**config.mk**
```make
export PLATFORM = sky130hd
export DESIGN_NAME = ex_muldiv_unit_flat
export DESIGN_NICKNAME = d
export VERILOG_FILES = /design/src/rtl/ex_muldiv_if.sv /design/src/rtl/ex_muldiv_unit.sv /design/src/flat_wrapper.sv
export SDC_FILE = /design/constraint.sdc
export NUM_CORES = 1
export LEC_CHECK = 0
export ABC_AREA = 1
export CAP_MARGIN = 10
export CORE_UTILIZATION = 50
export DETAILED_ROUTE_END_ITERATION = 8
export PLACE_DENSITY = 0.7
export SYNTH_ARGS = -nofsm -noshare
export SYNTH_HDL_FRONTEND = slang
export SYNTH_SLANG_ARGS = --single-unit
```
**constraint.sdc**
```tcl
create_clock -name clk -period 2.8 [get_ports clk]
set_input_delay 0.7 -clock clk [delete_from_list [all_inputs] [get_ports clk]]
set_output_delay 0.7 -clock clk [all_outputs]
set_load 0.005 [all_outputs]
```
**src/rtl/ex_muldiv_if.sv**
```systemverilog
// Bus between the EX stage and the iterative multiply/divide unit.
//
// Handshake: the EX stage raises start_i with op_i/a_i/b_i for one cycle while
// the unit is idle (busy_o low); the request is taken on that rising edge unless
// cancel_i is also high. The unit answers with a single-cycle done_o pulse and
// hi_o/lo_o are valid in that same cycle. There is no back-pressure on done_o.
// cancel_i flushes any accepted operation without a result. state_o exposes the
// controller state for debug.
interface ex_muldiv_if #(
   parameter int WIDTH = 32
);
   logic             start_i;
   logic [1:0]       op_i;
   logic [WIDTH-1:0] a_i;
   logic [WIDTH-1:0] b_i;
   logic             cancel_i;
   logic             busy_o;
   logic             done_o;
   logic [WIDTH-1:0] hi_o;
   logic [WIDTH-1:0] lo_o;
   logic             stallreq_o;
   logic [1:0]       state_o;

   modport master (
      output start_i, op_i, a_i, b_i, cancel_i,
      input  busy_o, done_o, hi_o, lo_o, stallreq_o, state_o
   );

   modport slave (
      input  start_i, op_i, a_i, b_i, cancel_i,
      output busy_o, done_o, hi_o, lo_o, stallreq_o, state_o
   );
endinterface

```
**src/rtl/ex_muldiv_unit.sv**
```systemverilog
// Iterative MULT/MULTU/DIV/DIVU unit for the EX stage, results into HI/LO.
// Radix-2: one shift-add (multiply) or restoring shift-subtract (divide) step
// per cycle on operand magnitudes, sign fix-up applied in the DONE cycle.
// Optional build macro MULDIV_FAST_MUL_EN: multiplies complete in one cycle
// through an array multiplier; divides still iterate.
module ex_muldiv_unit #(
   parameter int WIDTH = 32,
   parameter int CNT_W = 6
) (
   input  logic       clk,
   input  logic       rst,
   ex_muldiv_if.slave bus
);

   typedef enum logic [1:0] {
      S_IDLE = 2'd0,
      S_RUN  = 2'd1,
      S_DONE = 2'd2
   } state_t;

   state_t           state_q;
   logic [CNT_W-1:0] cnt_q;
   logic [WIDTH-1:0] acc_q;     // MUL: product high half; DIV: partial remainder
   logic [WIDTH-1:0] mq_q;      // MUL: multiplier / product low half; DIV: dividend / quotient
   logic [WIDTH-1:0] bop_q;     // MUL: multiplicand magnitude; DIV: divisor magnitude
   logic             div_q;
   logic             neg_lo_q;  // negate product (MUL) or quotient (DIV)
   logic             neg_hi_q;  // negate remainder (DIV only)
   logic [WIDTH-1:0] hi_q;
   logic [WIDTH-1:0] lo_q;

   logic             a_neg;
   logic             b_neg;
   logic [WIDTH-1:0] a_mag;
   logic [WIDTH-1:0] b_mag;
   logic             accept;

   // Operand magnitudes; unsigned ops (op_i[0]=1) never negate.
   always_comb begin
      a_neg  = ~bus.op_i[0] & bus.a_i[WIDTH-1];
      b_neg  = ~bus.op_i[0] & bus.b_i[WIDTH-1];
      a_mag  = a_neg ? -bus.a_i : bus.a_i;
      b_mag  = b_neg ? -bus.b_i : bus.b_i;
      accept = (state_q == S_IDLE) & bus.start_i & ~bus.cancel_i;
   end

`ifdef MULDIV_FAST_MUL_EN
   logic [2*WIDTH-1:0] ext_a;
   logic [2*WIDTH-1:0] ext_b;
   logic [2*WIDTH-1:0] fast_prod;

   // Single-cycle product: extending both operands to 2W bits makes the low
   // 2W bits of the product correct for both signed and unsigned forms.
   always_comb begin
      ext_a     = {{WIDTH{bus.a_i[WIDTH-1] & ~bus.op_i[0]}}, bus.a_i};
      ext_b     = {{WIDTH{bus.b_i[WIDTH-1] & ~bus.op_i[0]}}, bus.b_i};
      fast_prod = ext_a * ext_b;
   end
`endif

   logic [WIDTH-1:0] mul_add;
   logic [WIDTH:0]   mul_sum;
   logic [WIDTH:0]   div_shift;
   logic [WIDTH:0]   div_trial;
   logic [WIDTH-1:0] step_acc;
   logic [WIDTH-1:0] step_mq;

   // One radix-2 step. The partial remainder stays below the divisor, so bit W
   // of the trial difference is set exactly when the subtraction borrows.
   always_comb begin
      mul_add   = mq_q[0] ? bop_q : {WIDTH{1'b0}};
      mul_sum   = {1'b0, acc_q} + {1'b0, mul_add};
      div_shift = {acc_q, mq_q[WIDTH-1]};
      div_trial = div_shift - {1'b0, bop_q};
      if (div_q) begin
         if (!div_trial[WIDTH]) begin
            step_acc = div_trial[WIDTH-1:0];
            step_mq  = {mq_q[WIDTH-2:0], 1'b1};
         end else begin
            step_acc = div_shift[WIDTH-1:0];
            step_mq  = {mq_q[WIDTH-2:0], 1'b0};
         end
      end else begin
         step_acc = mul_sum[WIDTH:1];
         step_mq  = {mul_sum[0], mq_q[WIDTH-1:1]};
      end
   end

   logic [2*WIDTH-1:0] prod_fix;
   logic [WIDTH-1:0]   fix_hi;
   logic [WIDTH-1:0]   fix_lo;

   // Sign fix-up of the finished magnitude result, valid while in DONE.
   always_comb begin
      prod_fix = neg_lo_q ? -{acc_q, mq_q} : {acc_q, mq_q};
      if (div_q) begin
         fix_hi = neg_hi_q ? -acc_q : acc_q;
         fix_lo = neg_lo_q ? -mq_q : mq_q;
      end else begin
         fix_hi = prod_fix[2*WIDTH-1:WIDTH];
         fix_lo = prod_fix[WIDTH-1:0];
      end
   end

   // Controller and datapath registers.
   always_ff @(posedge clk) begin
      if (rst) begin
         state_q  <= S_IDLE;
         cnt_q    <= '0;
         acc_q    <= '0;
         mq_q     <= '0;
         bop_q    <= '0;
         div_q    <= 1'b0;
         neg_lo_q <= 1'b0;
         neg_hi_q <= 1'b0;
         hi_q     <= '0;
         lo_q     <= '0;
      end else begin
         case (state_q)
            S_IDLE: begin
               if (accept) begin
                  div_q <= bus.op_i[1];
                  if (bus.op_i[1]) begin
                     if (bus.b_i == '0) begin
                        // Divide by zero: fixed result, no iteration.
                        acc_q    <= bus.a_i;
                        mq_q     <= '1;
                        neg_lo_q <= 1'b0;
                        neg_hi_q <= 1'b0;
                        state_q  <= S_DONE;
                     end else begin
                        acc_q    <= '0;
                        mq_q     <= a_mag;
                        bop_q    <= b_mag;
                        neg_lo_q <= a_neg ^ b_neg;
                        neg_hi_q <= a_neg;
                        cnt_q    <= CNT_W'(WIDTH);
                        state_q  <= S_RUN;
                     end
                  end else begin
`ifdef MULDIV_FAST_MUL_EN
                     acc_q    <= fast_prod[2*WIDTH-1:WIDTH];
                     mq_q     <= fast_prod[WIDTH-1:0];
                     neg_lo_q <= 1'b0;
                     neg_hi_q <= 1'b0;
                     state_q  <= S_DONE;
`else
                     acc_q    <= '0;
                     mq_q     <= b_mag;
                     bop_q    <= a_mag;
                     neg_lo_q <= a_neg ^ b_neg;
                     neg_hi_q <= 1'b0;
                     cnt_q    <= CNT_W'(WIDTH);
                     state_q  <= S_RUN;
`endif
                  end
               end
            end
            S_RUN: begin
               if (bus.cancel_i) begin
                  cnt_q   <= '0;
                  state_q <= S_IDLE;
               end else begin
                  acc_q <= step_acc;
                  mq_q  <= step_mq;
                  cnt_q <= cnt_q - CNT_W'(1);
                  if (cnt_q == CNT_W'(1)) begin
                     state_q <= S_DONE;
                  end
               end
            end
            S_DONE: begin
               if (!bus.cancel_i) begin
                  hi_q <= fix_hi;
                  lo_q <= fix_lo;
               end
               state_q <= S_IDLE;
            end
            default: begin
               state_q <= S_IDLE;
            end
         endcase
      end
   end

   // Outputs: the fixed-up result is forwarded during the DONE cycle and held
   // in hi_q/lo_q afterwards, so a cancel in DONE leaves HI/LO untouched.
   always_comb begin
      bus.done_o     = (state_q == S_DONE) & ~bus.cancel_i;
      bus.busy_o     = (state_q != S_IDLE);
      bus.hi_o       = bus.done_o ? fix_hi : hi_q;
      bus.lo_o       = bus.done_o ? fix_lo : lo_q;
      bus.stallreq_o = accept | (state_q == S_RUN);
      bus.state_o    = state_q;
   end

endmodule

```
**src/flat_wrapper.sv**
```systemverilog
// flat-port wrapper written by rule: the top's interface ports become plain ports
module ex_muldiv_unit_flat 
#(
   parameter int WIDTH = 32,
   parameter int CNT_W = 6
)
  (clk, rst, bus_start_i, bus_op_i, bus_a_i, bus_b_i, bus_cancel_i, bus_busy_o, bus_done_o, bus_hi_o, bus_lo_o, bus_stallreq_o, bus_state_o);
  ex_muldiv_if #(.WIDTH(WIDTH)) bus_i ();
  input  logic clk;
  input  logic rst;
  input wire logic [$bits(bus_i.start_i)-1:0] bus_start_i;
  input wire logic [$bits(bus_i.op_i)-1:0] bus_op_i;
  input wire logic [$bits(bus_i.a_i)-1:0] bus_a_i;
  input wire logic [$bits(bus_i.b_i)-1:0] bus_b_i;
  input wire logic [$bits(bus_i.cancel_i)-1:0] bus_cancel_i;
  output wire logic [$bits(bus_i.busy_o)-1:0] bus_busy_o;
  output wire logic [$bits(bus_i.done_o)-1:0] bus_done_o;
  output wire logic [$bits(bus_i.hi_o)-1:0] bus_hi_o;
  output wire logic [$bits(bus_i.lo_o)-1:0] bus_lo_o;
  output wire logic [$bits(bus_i.stallreq_o)-1:0] bus_stallreq_o;
  output wire logic [$bits(bus_i.state_o)-1:0] bus_state_o;
  assign bus_i.start_i = bus_start_i;
  assign bus_i.op_i = bus_op_i;
  assign bus_i.a_i = bus_a_i;
  assign bus_i.b_i = bus_b_i;
  assign bus_i.cancel_i = bus_cancel_i;
  assign bus_busy_o = bus_i.busy_o;
  assign bus_done_o = bus_i.done_o;
  assign bus_hi_o = bus_i.hi_o;
  assign bus_lo_o = bus_i.lo_o;
  assign bus_stallreq_o = bus_i.stallreq_o;
  assign bus_state_o = bus_i.state_o;
  ex_muldiv_unit #(.WIDTH(WIDTH), .CNT_W(CNT_W)) u_core (.clk(clk), .rst(rst), .bus(bus_i));
endmodule
```
==> results.toml, run 1 <==
[run_status]
outcome = "stopped before the end"
failing_step = "global routing (5_1_grt)"
firstError = "[ERROR GRT-0232] Routing congestion too high. Check the congestion heatmap in the GUI."

[yosys]
synth.area.top_cells = "nand2_1 (22%), dfxtp_1 (18%), inv_1 (10%)"
yosys.area.top_type = "nand2_1"
syn_area_um2 = 18900
syn-num-nets = 3620
yosys_warnings = 0
synth_top_area_share_pct = 22.16
ys_ff_latch = 171
yosysSeqAreaShare_pct = 18.11
yosysUniqueCellTypes = 54
postSynthCellCount = 3478
avgSynthCellArea_um2 = 5.435

[cts]
cts-root-buf = "clkbuf_16"
htree_levels = 4
cts_buffers = 17
cts_max_path_buffers = 2
cts_num_sinks = 171

[sta]
postGrtWorstEndpoint = "bus_hi_o[25]"
endpoint_type = "output port"

[place]
place_congestion = 1.170
placedCellCount = 4504
dpl_cell_area_um2 = 24410
port_buffers = 138
hpwl_mm = 67.94

[global_routing]
grt_start_max_net_pins = 86
grt.total_usage_pct = 72.90
grt_overflow = 293

[die]
num_rows = 70
die_w_um = 196.4
fp.dieH_um = 196.4
pin_count = 139
start_util_pct = 51.26
==> cell usage after synthesis, drive strengths merged <==
| cell type | count |
|---|---|
| nand2 | 1124 |
| inv | 534 |
| nor2 | 355 |
| nand3 | 270 |
| o21ai | 252 |
| a21oi | 233 |
| dfxtp | 171 |
| clkbuf | 103 |
| xor2 | 96 |
| ha | 70 |
| a31oi | 36 |
| nand4 | 36 |
| buf | 34 |
| nor3 | 29 |
| o211ai | 28 |
| or2 | 24 |
| and2 | 22 |
| o21bai | 13 |
| xnor2 | 12 |
| nand3b | 8 |
| clkinv | 4 |
| nor4 | 4 |
| o31ai | 4 |
| a211oi | 3 |
| fa | 2 |
| nor3b | 2 |
| o21a | 2 |
| o221ai | 2 |
| a21o | 1 |
| a221oi | 1 |
| o2111ai | 1 |
| o22ai | 1 |
| or3 | 1 |
==> metrics by stage <==
| step | worst slack [ns] | utilization (%) | hold slack (ns) |
|---|---|---|---|
| after detailed placement | -0.6479 | 66.21 | 0.4661 |
| after CTS | -0.4684 | 77.26 | 0.4755 |
| after floorplan | 0.1926 | - | 0.4527 |
| after global placement | -0.5868 | 66.21 | 0.4596 |
==> routing by layer <==
metal | overflow | GRT usage [%]
met1 | 2 | 76.04
met2 | 166 | 90.79
met3 | 2 | 55.61
met4 | 123 | 65.02
met5 | 0 | 24.65
==> what timing repair did <==
item / CTS
hold buffers: 0
setup buffers: 237
cloned: 9
setup endpoints to repair: 85
pin swaps: 221
gates resized for setup: 723
==> kinds of logic after synthesis <==
kind of cell               count (synthesis)  synth area share (%)
AOI/OAI and AO/OA                        577                 16.57
xor gates and xnor gates                 108                 5.004
adders and majority gates                 72                 4.845
buffers and inverters                    675                 13.84
DFF                                      171                 18.11
and+or+nand+nor                         1875                 41.63
==> run 2: changes to the inputs <==
--- a/config.mk
+++ b/config.mk
@@ -7,9 +7,9 @@
 export LEC_CHECK = 0
 export ABC_AREA = 1
 export CAP_MARGIN = 10
-export CORE_UTILIZATION = 50
+export CORE_UTILIZATION = 35
 export DETAILED_ROUTE_END_ITERATION = 8
-export PLACE_DENSITY = 0.7
+export PLACE_DENSITY_LB_ADDON = 0.15
 export SYNTH_ARGS = -nofsm -noshare
 export SYNTH_HDL_FRONTEND = slang
 export SYNTH_SLANG_ARGS = --single-unit
==> results.toml, run 2 <==
[critical_path]
path_buf_inv = 5
start_kind = "register"
slowest_stage = "dfxtp_4"
slowest_delay_ns = 0.37
crit_type = "register to primary output"
required_ns = 2.10
worst-r2r-cell-count = 26
r2r_start = "u_core.mq_q[11]"
endpoint_kind = "primary output"
crit_chain = "nor2_4 > nand2_2 > nor2_2 > nand2_2 > nor2_4 > inv_2 > nor2_2 > buf_6 > nand3b_1 > buf_4 > o21ai_4 > nand2_1 > nand2_1 > nand3_2 > nand2_2 > inv_2 > buf_6"
worst-path-max-fanout = 4
r2r_slack_ns = -0.25
r2r_end = "u_core.hi_q[8]"
crit_top_cell = "nand2_2"
critPathTopFamily = "simple AND/OR/NAND/NOR gates"
critPathArrivalTime_ns = 2.56

[global_routing]
grt_overflow = 0
antenna_found_initial = 0
grt_pass1_vias = 23539
grt_start_max_net_pins = 100
grt.total_usage_pct = 33.57
grt_pass1_wl_mm = 137.9

[drt]
antenna_left = 0
routed_wl_mm = 94.27
vias = 25405
vias_per_cell = 5.060
drtIter0Drc = 2363
drcViolationCount = 0
post_drt_wl_per_cell_um = 18.77
dr.pass1.iters = 6

[yosys]
yosysUniqueCellTypes = 54
yosysSeqAreaShare_pct = 18.11
syn_area_um2 = 18900
synth_edf_count = 0
synth_top_area_share_pct = 22.16
postSynthCellCount = 3478
synth-main-ff-cell = "dfxtp_1"
synth_most_common_cell = "nand2_1"
synth.area.top_cells = "nand2_1 (22%), dfxtp_1 (18%), inv_1 (10%)"
synth_commonest_cells = "nand2_1 (1116), inv_1 (527), nor2_1 (341)"
syn-num-nets = 3620
ys_ff_latch = 171
ys_async_sr_fraction_pct = 0
yosys_warnings = 0
avgSynthCellArea_um2 = 5.435
yosys.area.top_type = "nand2_1"

[cells_and_area]
drive_gt1_share_pct = 32.56
mostFrequentLayoutCell = "nand2_1"
fillCellCount = 5323
nets = 4462
layout_common_cells = "nand2_1 (1007), buf_4 (679), inv_1 (483)"
antenna_cells = 0
syn_to_final_growth_pct = 57.85
post-route-util_pct = 56.33
fin_area_um2 = 29840

[sta]
maxSlewViolCount = 0
final.setup.worst_slack_ns = -0.4614
setup_viol = 68
hold_viol_final = 0
rsz0062_at_grt = "yes"
fin_skew_ns = 0.01563
fin_crit_ns = 3.261
slew_headroom_pct = 25.07
tightestPinTransition_ns = 1.124
timing.fmax_ghz = 0.3066
finalCritPeriodShare_pct = 116.5

[pwr]
p_leak_nw = 15.61
power_density_nw_per_um2 = 382.8
ir_drop_mv = 0.3717

[place]
hpwl_mm = 73.03
place_congestion = 1.029
port_buffers = 138
dpl_cell_area_um2 = 25720

[die]
die_w_um = 234.4
fp.dieH_um = 234.4
die_area_um2 = 54940
coreArea_um2 = 52970
num_rows = 84
start_util_pct = 35.68
pin_count = 139

[cts]
cts-root-buf = "clkbuf_16"
path_clk_slew_ns = 0.08
cts_max_path_buffers = 2
clk_latency_ns = 0.49
cts_hold_buf = 0
cts_buffers = 17
cts_tree = "yes"
htree_levels = 4
cts_num_sinks = 171

[run]
maxCapViolations = 0

[hold_path]
hold_class = "register to register"
worstHoldStart = "u_core.lo_q[26]"
min_to = "u_core.lo_q[26]"
hold_path_depth = 2

[run_status]
outcome = "finished with violations"
violations = "negative setup slack"
-- run 2: routing by layer --
metal,share of wire (%),track usage (%)
met1,44,45.97
met2,46,54.91
met3,7.3,4.730
met4,2.5,8.508
met5,0,0
-- run 2: stage by stage --
step | power [mW] | std cells | TNS [ns] | setup WS (ns) | hold slack [ns]
after floorplan | 5.267 | 3478 | 0 | 0.1926 | 0.4527
after global placement | 7.845 | 4824 | -51.46 | -0.5817 | 0.4597
after detailed placement | 7.830 | 4824 | -53.01 | -0.5934 | 0.4650
after CTS | 10.85 | 5016 | -17.95 | -0.5120 | 0.4745
after global routing | 11.99 | 5021 | -27.00 | -0.5948 | 0.4915
final | 11.42 | 5021 | -16.27 | -0.4614 | 0.4747
-- run 2: power by group --
group | switching, mW | leakage [nW] | internal (mW)
combinational | 3.65 | 13.9 | 2.66
sequential | 0.157 | 1.42 | 2.56
clock | 1.23 | 0.267 | 1.17
-- run 2: how the worst max path moves through the flow --
stage / slack [ns] / startpoint / to / depth (start not counted)
floorplan: 0.19 / u_core.mq_q[0] / bus_hi_o[12] / 18
CTS: -0.51 / u_core.mq_q[1] / bus_hi_o[12] / 20
global route: -0.59 / u_core.mq_q[10] / bus_hi_o[9] / 17
finish: -0.46 / u_core.mq_q[10] / bus_hi_o[9] / 17
global placement: -0.58 / bus_cancel_i / bus_hi_o[23] / 7
detailed placement: -0.59 / bus_cancel_i / bus_hi_o[23] / 7
-- run 2: worst reg2reg max path: stages, from the launching register on --
cell and delay (ns):
dfxtp_2 0.34, buf_6 0.12, inv_2 0.06, nand4_1 0.19
nor2_2 0.20, buf_6 0.16, nand2_4 0.07, nor2_2 0.08
nand2_1 0.07, xor2_1 0.13, nand2_1 0.06, o21ai_1 0.08
nand2_1 0.08, nand3_1 0.09, nand2_2 0.07, buf_6 0.11
buf_6 0.10, buf_6 0.10, buf_6 0.10, buf_6 0.10
buf_6 0.10, buf_6 0.10, buf_6 0.10, buf_6 0.10
buf_6 0.10, buf_6 0.10, nor2_1 0.07
-- run 2: layout make-up --
class / instances / area [µm²] / area share (%)
Clock buffer: 19 / 432.9 / 1.451
Clock inverter: 13 / 128.9 / 0.4319
Inverter: 538 / 2062 / 6.911
Multi-Input combinational cell: 2635 / 14750 / 49.44
Sequential cell: 171 / 3521 / 11.80
Tap cell: 688 / 860.8 / 2.885
Timing Repair Buffer: 957 / 8080 / 27.08
-- run 2: what timing repair did --
item | 4_1_cts | 5_1_grt
pin swaps | 204 | 203
cloned | 7 | 0
resized for setup | 652 | 342
setup endpoints to repair | 97 | 122
setup buffers | 164 | 54
-- run 2: cells by family (layout without fill, tap and decap cells) --
logic type                 after synthesis  in the layout  share of synthesized area, %
AOI/OAI and AO/OA                      577            577                         16.57
xor gates and xnor gates               108            108                         5.004
adders and majority gates               72             72                         4.845
buffers and inverters                  675           1527                         13.84
DFF                                    171            171                         18.11
and+or+nand+nor                       1875           1878                         41.63
(Power assumes the default switching activity.)
